`config.mk`:
```
export PLATFORM = sky130hd
export DESIGN_NAME = rf_wb_arbiter_flat
export DESIGN_NICKNAME = d
export VERILOG_FILES = /design/src/rtl/rf_wb_arbiter_if.sv /design/src/rtl/rf_wb_arbiter.sv /design/src/flat_wrapper.sv
export SDC_FILE = /design/constraint.sdc
export NUM_CORES = 1
export LEC_CHECK = 0
export ABC_AREA = 1
export CAP_MARGIN = 20
export CORE_ASPECT_RATIO = 0.75
export CORE_MARGIN = 4
export CORE_UTILIZATION = 59
export CTS_CLUSTER_SIZE = 10
export DETAILED_ROUTE_END_ITERATION = 8
export GPL_TIMING_DRIVEN = 0
export PLACE_DENSITY_LB_ADDON = 0.3
export RECOVER_POWER = 50
export SLEW_MARGIN = 20
export SYNTH_ARGS = -nofsm -noshare
export SYNTH_HDL_FRONTEND = slang
export SYNTH_SLANG_ARGS = --single-unit
```
`constraint.sdc`:
```
create_clock -name clk -period 4.9 [get_ports clk]
set_input_delay 1.225 -clock clk [delete_from_list [all_inputs] [get_ports clk]]
set_output_delay 1.225 -clock clk [all_outputs]
set_load 0.01 [all_outputs]
```
`src/rtl/rf_wb_arbiter_if.sv`:
```
// Register-file write-back bus: two producer request channels (ALU, LSU)
// plus the single register-file write port driven by the arbiter.
// master = producers / register file side, slave = rf_wb_arbiter.
interface rf_wb_arbiter_if #(
  parameter int REG_ADDR_WIDTH = 5,
  parameter int REG_DATA_WIDTH = 32
);
  logic                      alu_valid;
  logic                      alu_ready;
  logic [REG_ADDR_WIDTH-1:0] alu_addr;
  logic [REG_DATA_WIDTH-1:0] alu_data;
  logic                      lsu_valid;
  logic                      lsu_ready;
  logic [REG_ADDR_WIDTH-1:0] lsu_addr;
  logic [REG_DATA_WIDTH-1:0] lsu_data;
  logic [REG_ADDR_WIDTH-1:0] wr_addr;
  logic [REG_DATA_WIDTH-1:0] wr_data;
  logic                      write_back_en;
  logic                      busy;

  modport master (
    output alu_valid, alu_addr, alu_data, lsu_valid, lsu_addr, lsu_data,
    input  alu_ready, lsu_ready, wr_addr, wr_data, write_back_en, busy
  );

  modport slave (
    input  alu_valid, alu_addr, alu_data, lsu_valid, lsu_addr, lsu_data,
    output alu_ready, lsu_ready, wr_addr, wr_data, write_back_en, busy
  );
endinterface

```
`src/rtl/rf_wb_arbiter.sv`:
```
// Write-back scheduler for the register file's single write port.
// ALU and LSU requests are buffered in per-source FIFOs (FIFO_DEPTH each),
// writes to x0 are swallowed at the input, and FIFO heads are granted
// round-robin, one registered write per clock.
// Optional macro RF_WB_STATS_EN adds saturating wb_count / x0_drop_count.
module rf_wb_arbiter #(
  parameter int REG_ADDR_WIDTH = 5,
  parameter int REG_DATA_WIDTH = 32,
  parameter int FIFO_DEPTH     = 2
) (
  input  logic           clk,
  input  logic           rst_n,
  rf_wb_arbiter_if.slave bus
`ifdef RF_WB_STATS_EN
  ,
  output logic [15:0]    wb_count,
  output logic [15:0]    x0_drop_count
`endif
);
  localparam int PTR_W = (FIFO_DEPTH > 1) ? $clog2(FIFO_DEPTH) : 1;
  localparam int CNT_W = $clog2(FIFO_DEPTH + 1);
  localparam logic [CNT_W-1:0] FULL_CNT = CNT_W'(FIFO_DEPTH);
  localparam logic [CNT_W-1:0] CNT_ONE  = CNT_W'(1);
  localparam logic [PTR_W-1:0] PTR_ONE  = PTR_W'(1);
  localparam logic SRC_ALU = 1'b0;
  localparam logic SRC_LSU = 1'b1;

  // Source index 0 = ALU, 1 = LSU
  logic [1:0]                in_valid_s;
  logic [REG_ADDR_WIDTH-1:0] in_addr_s [2];
  logic [REG_DATA_WIDTH-1:0] in_data_s [2];
  logic [1:0]                ready_s, accept_s, push_s, pop_s, nonempty_s;

  logic [REG_ADDR_WIDTH-1:0] addr_mem_r [2][FIFO_DEPTH];
  logic [REG_DATA_WIDTH-1:0] data_mem_r [2][FIFO_DEPTH];
  logic [PTR_W-1:0]          wr_ptr_r [2];
  logic [PTR_W-1:0]          rd_ptr_r [2];
  logic [CNT_W-1:0]          count_r  [2];

  logic                      last_grant_r;
  logic                      grant_valid_s;
  logic                      grant_src_s;
  logic [REG_ADDR_WIDTH-1:0] head_addr_s;
  logic [REG_DATA_WIDTH-1:0] head_data_s;

  logic [REG_ADDR_WIDTH-1:0] wr_addr_r;
  logic [REG_DATA_WIDTH-1:0] wr_data_r;
  logic                      wb_en_r;

  assign in_valid_s   = {bus.lsu_valid, bus.alu_valid};
  assign in_addr_s[0] = bus.alu_addr;
  assign in_addr_s[1] = bus.lsu_addr;
  assign in_data_s[0] = bus.alu_data;
  assign in_data_s[1] = bus.lsu_data;

  // Per-source handshake flags; ready depends on the registered count only
  always_comb begin
    ready_s    = 2'b00;
    accept_s   = 2'b00;
    push_s     = 2'b00;
    nonempty_s = 2'b00;
    for (int i = 0; i < 2; i++) begin
      ready_s[i]    = (count_r[i] != FULL_CNT);
      accept_s[i]   = in_valid_s[i] & ready_s[i];
      push_s[i]     = accept_s[i] & (in_addr_s[i] != {REG_ADDR_WIDTH{1'b0}});
      nonempty_s[i] = (count_r[i] != {CNT_W{1'b0}});
    end
  end

  // Round-robin grant: on contention the source that did not win last time goes
  always_comb begin
    grant_valid_s = 1'b0;
    grant_src_s   = SRC_ALU;
    case (nonempty_s)
      2'b11: begin
        grant_valid_s = 1'b1;
        grant_src_s   = (last_grant_r == SRC_ALU) ? SRC_LSU : SRC_ALU;
      end
      2'b01: begin
        grant_valid_s = 1'b1;
        grant_src_s   = SRC_ALU;
      end
      2'b10: begin
        grant_valid_s = 1'b1;
        grant_src_s   = SRC_LSU;
      end
      default: begin
        grant_valid_s = 1'b0;
        grant_src_s   = SRC_ALU;
      end
    endcase
  end

  assign pop_s       = {grant_valid_s & grant_src_s, grant_valid_s & ~grant_src_s};
  assign head_addr_s = addr_mem_r[grant_src_s][rd_ptr_r[grant_src_s]];
  assign head_data_s = data_mem_r[grant_src_s][rd_ptr_r[grant_src_s]];

  // FIFO storage; contents are only meaningful under a valid count, so no reset
  always_ff @(posedge clk) begin
    for (int i = 0; i < 2; i++) begin
      if (push_s[i]) begin
        addr_mem_r[i][wr_ptr_r[i]] <= in_addr_s[i];
        data_mem_r[i][wr_ptr_r[i]] <= in_data_s[i];
      end
    end
  end

  // FIFO pointers and occupancy; simultaneous push and pop leaves count unchanged
  always_ff @(posedge clk or negedge rst_n) begin
    if (!rst_n) begin
      for (int i = 0; i < 2; i++) begin
        wr_ptr_r[i] <= {PTR_W{1'b0}};
        rd_ptr_r[i] <= {PTR_W{1'b0}};
        count_r[i]  <= {CNT_W{1'b0}};
      end
    end else begin
      for (int i = 0; i < 2; i++) begin
        if (push_s[i]) wr_ptr_r[i] <= wr_ptr_r[i] + PTR_ONE;
        if (pop_s[i])  rd_ptr_r[i] <= rd_ptr_r[i] + PTR_ONE;
        case ({push_s[i], pop_s[i]})
          2'b10:   count_r[i] <= count_r[i] + CNT_ONE;
          2'b01:   count_r[i] <= count_r[i] - CNT_ONE;
          default: count_r[i] <= count_r[i];
        endcase
      end
    end
  end

  // Registered write port; address/data hold their last value when idle
  always_ff @(posedge clk or negedge rst_n) begin
    if (!rst_n) begin
      wr_addr_r    <= {REG_ADDR_WIDTH{1'b0}};
      wr_data_r    <= {REG_DATA_WIDTH{1'b0}};
      wb_en_r      <= 1'b0;
      last_grant_r <= SRC_LSU;
    end else if (grant_valid_s) begin
      wr_addr_r    <= head_addr_s;
      wr_data_r    <= head_data_s;
      wb_en_r      <= 1'b1;
      last_grant_r <= grant_src_s;
    end else begin
      wb_en_r      <= 1'b0;
    end
  end

  assign bus.alu_ready     = ready_s[0];
  assign bus.lsu_ready     = ready_s[1];
  assign bus.wr_addr       = wr_addr_r;
  assign bus.wr_data       = wr_data_r;
  assign bus.write_back_en = wb_en_r;
  assign bus.busy          = (|nonempty_s) | wb_en_r;

`ifdef RF_WB_STATS_EN
  logic [1:0]  drop_s;
  logic [16:0] x0_next_s;
  logic [15:0] wb_cnt_r;
  logic [15:0] x0_cnt_r;

  // Accepted beats addressed to x0; both sources may drop in the same cycle
  always_comb begin
    drop_s = 2'b00;
    for (int i = 0; i < 2; i++) begin
      drop_s[i] = accept_s[i] & (in_addr_s[i] == {REG_ADDR_WIDTH{1'b0}});
    end
    x0_next_s = {1'b0, x0_cnt_r} + {16'h0000, drop_s[0]} + {16'h0000, drop_s[1]};
  end

  // Saturating statistics counters
  always_ff @(posedge clk or negedge rst_n) begin
    if (!rst_n) begin
      wb_cnt_r <= 16'h0000;
      x0_cnt_r <= 16'h0000;
    end else begin
      if (wb_en_r && (wb_cnt_r != 16'hFFFF)) wb_cnt_r <= wb_cnt_r + 16'h0001;
      else                                   wb_cnt_r <= wb_cnt_r;
      if (x0_next_s[16]) x0_cnt_r <= 16'hFFFF;
      else               x0_cnt_r <= x0_next_s[15:0];
    end
  end

  assign wb_count      = wb_cnt_r;
  assign x0_drop_count = x0_cnt_r;
`endif
endmodule

```
`src/flat_wrapper.sv`:
```
// flat-port wrapper written by rule: the top's interface ports become plain ports
module rf_wb_arbiter_flat 
#(
  parameter int REG_ADDR_WIDTH = 5,
  parameter int REG_DATA_WIDTH = 32,
  parameter int FIFO_DEPTH     = 2
)
  (clk, rst_n, bus_alu_valid, bus_alu_addr, bus_alu_data, bus_lsu_valid, bus_lsu_addr, bus_lsu_data, bus_alu_ready, bus_lsu_ready, bus_wr_addr, bus_wr_data, bus_write_back_en, bus_busy);
  rf_wb_arbiter_if #(.REG_ADDR_WIDTH(REG_ADDR_WIDTH), .REG_DATA_WIDTH(REG_DATA_WIDTH)) bus_i ();
  input  logic clk;
  input  logic rst_n;
  input wire logic [$bits(bus_i.alu_valid)-1:0] bus_alu_valid;
  input wire logic [$bits(bus_i.alu_addr)-1:0] bus_alu_addr;
  input wire logic [$bits(bus_i.alu_data)-1:0] bus_alu_data;
  input wire logic [$bits(bus_i.lsu_valid)-1:0] bus_lsu_valid;
  input wire logic [$bits(bus_i.lsu_addr)-1:0] bus_lsu_addr;
  input wire logic [$bits(bus_i.lsu_data)-1:0] bus_lsu_data;
  output wire logic [$bits(bus_i.alu_ready)-1:0] bus_alu_ready;
  output wire logic [$bits(bus_i.lsu_ready)-1:0] bus_lsu_ready;
  output wire logic [$bits(bus_i.wr_addr)-1:0] bus_wr_addr;
  output wire logic [$bits(bus_i.wr_data)-1:0] bus_wr_data;
  output wire logic [$bits(bus_i.write_back_en)-1:0] bus_write_back_en;
  output wire logic [$bits(bus_i.busy)-1:0] bus_busy;
  assign bus_i.alu_valid = bus_alu_valid;
  assign bus_i.alu_addr = bus_alu_addr;
  assign bus_i.alu_data = bus_alu_data;
  assign bus_i.lsu_valid = bus_lsu_valid;
  assign bus_i.lsu_addr = bus_lsu_addr;
  assign bus_i.lsu_data = bus_lsu_data;
  assign bus_alu_ready = bus_i.alu_ready;
  assign bus_lsu_ready = bus_i.lsu_ready;
  assign bus_wr_addr = bus_i.wr_addr;
  assign bus_wr_data = bus_i.wr_data;
  assign bus_write_back_en = bus_i.write_back_en;
  assign bus_busy = bus_i.busy;
  rf_wb_arbiter #(.REG_ADDR_WIDTH(REG_ADDR_WIDTH), .REG_DATA_WIDTH(REG_DATA_WIDTH), .FIFO_DEPTH(FIFO_DEPTH)) u_core (.clk(clk), .rst_n(rst_n), .bus(bus_i));
endmodule
```
# After elaboration in Yosys (flattened, before gate mapping)
# Memory sizes are Yosys's and may differ from the RTL's.
# Index checks and enable logic that the tools add are counted.
# W data, S select, Z words.
word_totals:
  mem_count: 2
  mem_bits_rw: 148
  ff_bits: 47
  input_bits: 78
mem_list:
  columns: ["memory", "words", "width", "rd", "rd_clocked_by_memory_dff", "wr", "line_no", "rtl"]
  rows:
  - ["u_core.data_mem_r", 2, 64, 1, 0, 2, "rf_wb_arbiter.sv:35", "logic [REG_DATA_WIDTH-1:0] data_mem_r [2][FIFO_DEPTH];"]
  - ["u_core.addr_mem_r", 2, 10, 1, 0, 2, "rf_wb_arbiter.sv:34", "logic [REG_ADDR_WIDTH-1:0] addr_mem_r [2][FIFO_DEPTH];"]
classes:
  n_lt_le_gt_ge: 6
  n_eq_ne: 9
  reduce_logical: 10
  n_addsub: 8
  bitwise: 12
  mux: 29
op_table:
  columns: ["operator", "count"]
  rows:
  - ["$mux W32", 5]
  - ["$mux W64", 2]
  - ["$demux W32 S1", 2]
  - ["$mux W5", 5]
  - ["$mux W10", 2]
  - ["$demux W5 S1", 2]
  - ["$reduce_bool A5 Y1", 2]
  - ["$eq A2 B2 Y1 const B", 4]
  - ["$ge A2 B2 Y1 const B", 4]
  - ["$mux W1", 8]
  - ["$not A1 Y2", 4]
  - ["$pmux W2 S2", 2]
  - ["$reduce_bool A2 Y1", 4]
  - ["$and A1 B1 Y1", 6]
  - ["$eq A2 B1 Y1 const B", 3]
  - ["$add A1 B1 Y1 const B", 4]
  - ["$add A2 B1 Y2 const B", 2]
  - ["$lt A2 B1 Y1 const B", 2]
  - ["$ne A2 B2 Y1 const B", 2]
  - ["$sub A2 B1 Y2 const B", 2]
  - ["$reduce_or A3 Y1", 1]
  - ["$logic_and A1 B1 Y1", 2]
  - ["$pmux W1 S2", 1]
  - ["$reduce_or A2 Y1", 1]
  - ["2 further kinds", 2]

# Depth between registers and ports, before layout
depth:
  word_depth: 11
  ltp_mapped: 11

# Least setup slack after synthesis
# No wires, ideal clock.
synth_path:
  path_kind: "input to register"
  startpoint: "in bus_lsu_addr[3]"
  endpoint: "mem u_core.addr_mem_r[1][0] (netlist bit) (enable)"
  path_buffers: 0
  setup_time_ps: 431
  cell_stages: 4
  arrival_time_ps: 3025
  path_slack_ps: 1444
  cell_sequence: "nor3_1 -> nand2_1 -> nand3_1 -> nor2_1"
synth_rtl:
  columns: ["element", "line_no", "rtl"]
  rows:
  - ["from (decl)", "flat_wrapper.sv:16", "input wire logic [$bits(bus_i.lsu_addr)-1:0] bus_lsu_addr;"]
  - ["to (decl)", "rf_wb_arbiter.sv:34", null]

# Final worst setup path
layout_path:
  startpoint: "reg u_core.count_r[0] (netlist bit)"
  endpoint: "out bus_busy"
layout_between:
  elab_chain_cells: 3
layout_rtl:
  columns: ["element", "line_no", "rtl"]
  rows:
  - ["from (decl)", "rf_wb_arbiter.sv:38", "logic [CNT_W-1:0] count_r [2];"]
  - ["from (signal, indexed assignment)", "rf_wb_arbiter.sv:114", "count_r[i] <= {CNT_W{1'b0}};"]
  - ["from (signal, indexed assignment)", "rf_wb_arbiter.sv:121", "2'b10: count_r[i] <= count_r[i] + CNT_ONE;"]
  - ["from (signal, indexed assignment)", "rf_wb_arbiter.sv:122", "2'b01: count_r[i] <= count_r[i] - CNT_ONE;"]
  - ["$reduce_bool A2 Y1", "rf_wb_arbiter.sv:66", "nonempty_s[i] = (count_r[i] != {CNT_W{1'b0}});"]
  - ["$reduce_or A2 Y1", "rf_wb_arbiter.sv:151", "assign bus.busy = (|nonempty_s) | wb_en_r;"]
  - ["$or A1 B1 Y1", "rf_wb_arbiter.sv:151", null]
  - ["to (decl)", "flat_wrapper.sv:23", "output wire logic [$bits(bus_i.busy)-1:0] bus_busy;"]
# No other way between the ends.

==> impl_metrics.csv <==
group,metric,value,unit
global_routing,antenna_found_initial,1,
critical_path,crit_arrival,2.36,ns
global_routing,grt.total_usage,0.259,
sta,rsz0062_at_grt,"false",
cts,cts_hold_buf,0,
global_routing,met2_usage,0.421,
cts,numCtsBuffers,17,
sta,fin_crit,3.58,ns
yosys,syn_area,8260,µm²
sta,slew-limit-headroom,-0.880,
cts,clock-sinks,195,
cells_and_area,final_common_cell,"nand2_1",
run_status,outcome,"finished, violations left",
critical_path,critPathMaxFanout,10,
detailed_routing,wirelength,19.8,mm
sta,min_period_over_period,0.732,
pwr,comb_power_share,0.460,
job,cap_violations,1,
pwr,netSwitchingPower,0.00288,W
detailed_routing,route.detailed.drc,0,
yosys,yosysWarnings,0,
die,io_pins,119,
sta,worstMarginPinSlew,2.82,ns
cts,clk_latency,0.45,ns
cells_and_area,final_cells,1140,
pwr,vdd_ir_drop_max,448,µV
yosys,ys.flop_type,"edfxtp_1",
cells_and_area,layout.nets,1030,
pwr,p_leak,4.66,nW
cts,htreeDepth,4,
detailed_routing,antenna_left,0,
pwr,p_sw_frac,0.394,
yosys,ys_seq_elements,195,
place,dp_cells,1106,
cts,clock-root-buffer,"clkbuf_16",
sta,slew_viol_final,48,
cells_and_area,multiInputGateArea,1940,µm²
die,fp.dieH,110,µm
critical_path,start_kind,"register",
cells_and_area,post-route-util,0.758,
pwr,pwr_density_cell,703,nW/µm²
die,start_util,0.602,
cells_and_area,drive_gt1_frac,0.0841,
yosys,synth_nets,888,
place,place_ws,1.45,ns
critical_path,criticalPathCategory,"reg2out",
global_routing,use_met1,0.333,
detailed_routing,drt-initial-drc-count,589,
sta,setup_viol,0,
yosys,async_flop_share,0.241,
die,coreArea,13700,µm²
place,port_buffers,118,
detailed_routing,vias,6002,
global_routing,grt_overflow,0,
yosys,synth_edf_count,148,
cts,clk_pin_slew_worst_paths,0.06,ns
detailed_routing,dr.pass1.iters,7,
global_routing,grt-busiest-layer,"met2",
yosys,ys_seq_area_frac,0.681,
global_routing,grt_max_degree,48,
critical_path,cp.required,3.67,ns
run_status,violations,"capacitance limit, slew limit",
cells_and_area,final_cell_mix,"nand2_1, edfxtp_1, nand3_1",
sta,layout_setup_ws,1.32,ns
die,die_x,145,µm
cts,postCtsSetupRepairBufs,0,
critical_path,r2r-start,"u_core.count_r[0]",
global_routing,grt_pass1_wl,30.9,mm
pwr,power_frac_seq,0.348,
yosys,ys_types,24,
sta,finalHoldViolations,0,
cells_and_area,syn_to_final_growth,25.9,%
cells_and_area,fin_area,10400,µm²
pwr,pwr-share-clk,0.192,
die,num_rows,37,
global_routing,grtUsageMet3,0.0645,
cells_and_area,fillCellCount,918,
place,place_area,9820,µm²
cts,cts_buffer_depth,2,
yosys,syn_inst,808,
place,routabilityCongestion,0.805,
cts,cts_tree,"done",
min_path,min_from,"u_core.bus.wr_data[18]",
critical_path,cp-end-kind,"output port",
cells_and_area,regArea,5620,µm²
global_routing,grt_pass1_vias,6013,
critical_path,cp-startpoint,"u_core.count_r[0]",
sta,skew,0.00846,ns
sta,fmax,279,MHz
detailed_routing,viasPerCell,5.26,
detailed_routing,wire_per_inst,17.4,µm
cts,cts.repair.resized,0,
pwr,p_total,0.00731,W
yosys,syn_avg_cell_area,10.2,µm²
pwr,p_int,0.00443,W
place,dp_hpwl,12.8,mm
die,dieArea,16000,µm²
min_path,hold_class,"reg2reg",
==> path summary, 6_finish.rpt <==
kind	to	slack, ns	depth (start not counted)
min in group asynchronous	u_core.bus.wr_data[31]	1.69	1
hold reg to reg	u_core.bus.wr_data[18]	0.48	2
setup reg to reg	u_core.count_r[3]	1.97	9
hold / removal	u_core.bus.wr_data[18]	0.48	2
max in group asynchronous	u_core.bus.wr_data[1]	1.62	1
setup / recovery	bus_busy	1.32	7
==> synth_stat cells, types with 5 or more instances <==
cell type / instances / area, µm²
edfxtp_1: 148 / 4440
nand2_1: 306 / 1150
buf_4: 15 / 113
inv_1: 101 / 379
nand3_1: 114 / 571
clkinv_1: 9 / 33.8
nor2_1: 7 / 26.3
buf_6: 5 / 56.3
nand2_2: 5 / 31.3
inv_2: 13 / 48.8
dfrtp_1: 46 / 1150
xor2_1: 5 / 43.8
buf_2: 13 / 65.1
==> cell families (layout without fill, tap and decap cells) <==
group | after synthesis | in the layout | synth area share
adder cells (fa/ha/maj) | 2 | 2 | 0.00303
AND/OR/NAND/NOR | 436 | 436 | 0.218
XOR/XNOR | 7 | 7 | 0.00743
AO/OA/AOI/OAI | 6 | 6 | 0.00364
buffers and inverters | 162 | 317 | 0.0870
flip-flops | 195 | 195 | 0.681
other | 0 | 2 | 0
==> power by group through the flow <==
stage               clock network [W]  logic (W)  registers [W]
global route                  0.00149    0.00373        0.00258
CTS                           0.00141    0.00342        0.00254
detailed placement                  0    0.00337        0.00256
global placement                    0    0.00316        0.00257
floorplan                           0    0.00206        0.00261
finish                        0.00140    0.00336        0.00254
==> routing by layer <==
metal  part of all wire  wire length, µm  vias to the layer above
met1               0.40             7870                     2846
met2               0.50             9870                      267
met5                  0                0                        -
li1                   -                -                     2851
met3              0.083             1660                       38
met4              0.022              427                        0
==> sequential cells by signal, indices dropped and copies added (netlist names) <==
signal,cells
u_core.last_grant_r,1
u_core.wr_ptr_r,2
u_core.bus.write_back_en,1
u_core.bus.wr_data,32
u_core.count_r,4
u_core.addr_mem_r,20
u_core.rd_ptr_r,2
u_core.data_mem_r,128
u_core.bus.wr_addr,5
==> through the flow <==
stage                     hold WS [ns]  TNS, ns
final                            0.478        0
after global routing             0.500        0
after CTS                        0.483        0
after detailed placement         0.466        0
after global placement           0.457   -57.03
after floorplan                  0.442        0
==> critical path: stages (launching register included) <==
cell	delay (ns)
dfrtp_1	0.43
inv_1	0.10
nand2_1	0.15
nor2_2	0.18
inv_2	0.06
buf_2	0.22
or2_2	0.30
clkdlybuf4s50_1	0.47
==> area by class of cell <==
| class | instances | share of cell area |
|---|---|---|
| Antenna cell | 2 | 0.000482 |
| Buffer | 39 | 0.0222 |
| Clock buffer | 22 | 0.0447 |
| Clock inverter | 10 | 0.0128 |
| Inverter | 123 | 0.0444 |
| Multi-Input combinational cell | 451 | 0.187 |
| Sequential cell | 195 | 0.541 |
| Tap cell | 175 | 0.0211 |
| Timing Repair Buffer | 123 | 0.126 |
No activity file was read; power rests on OpenSTA's default activity.
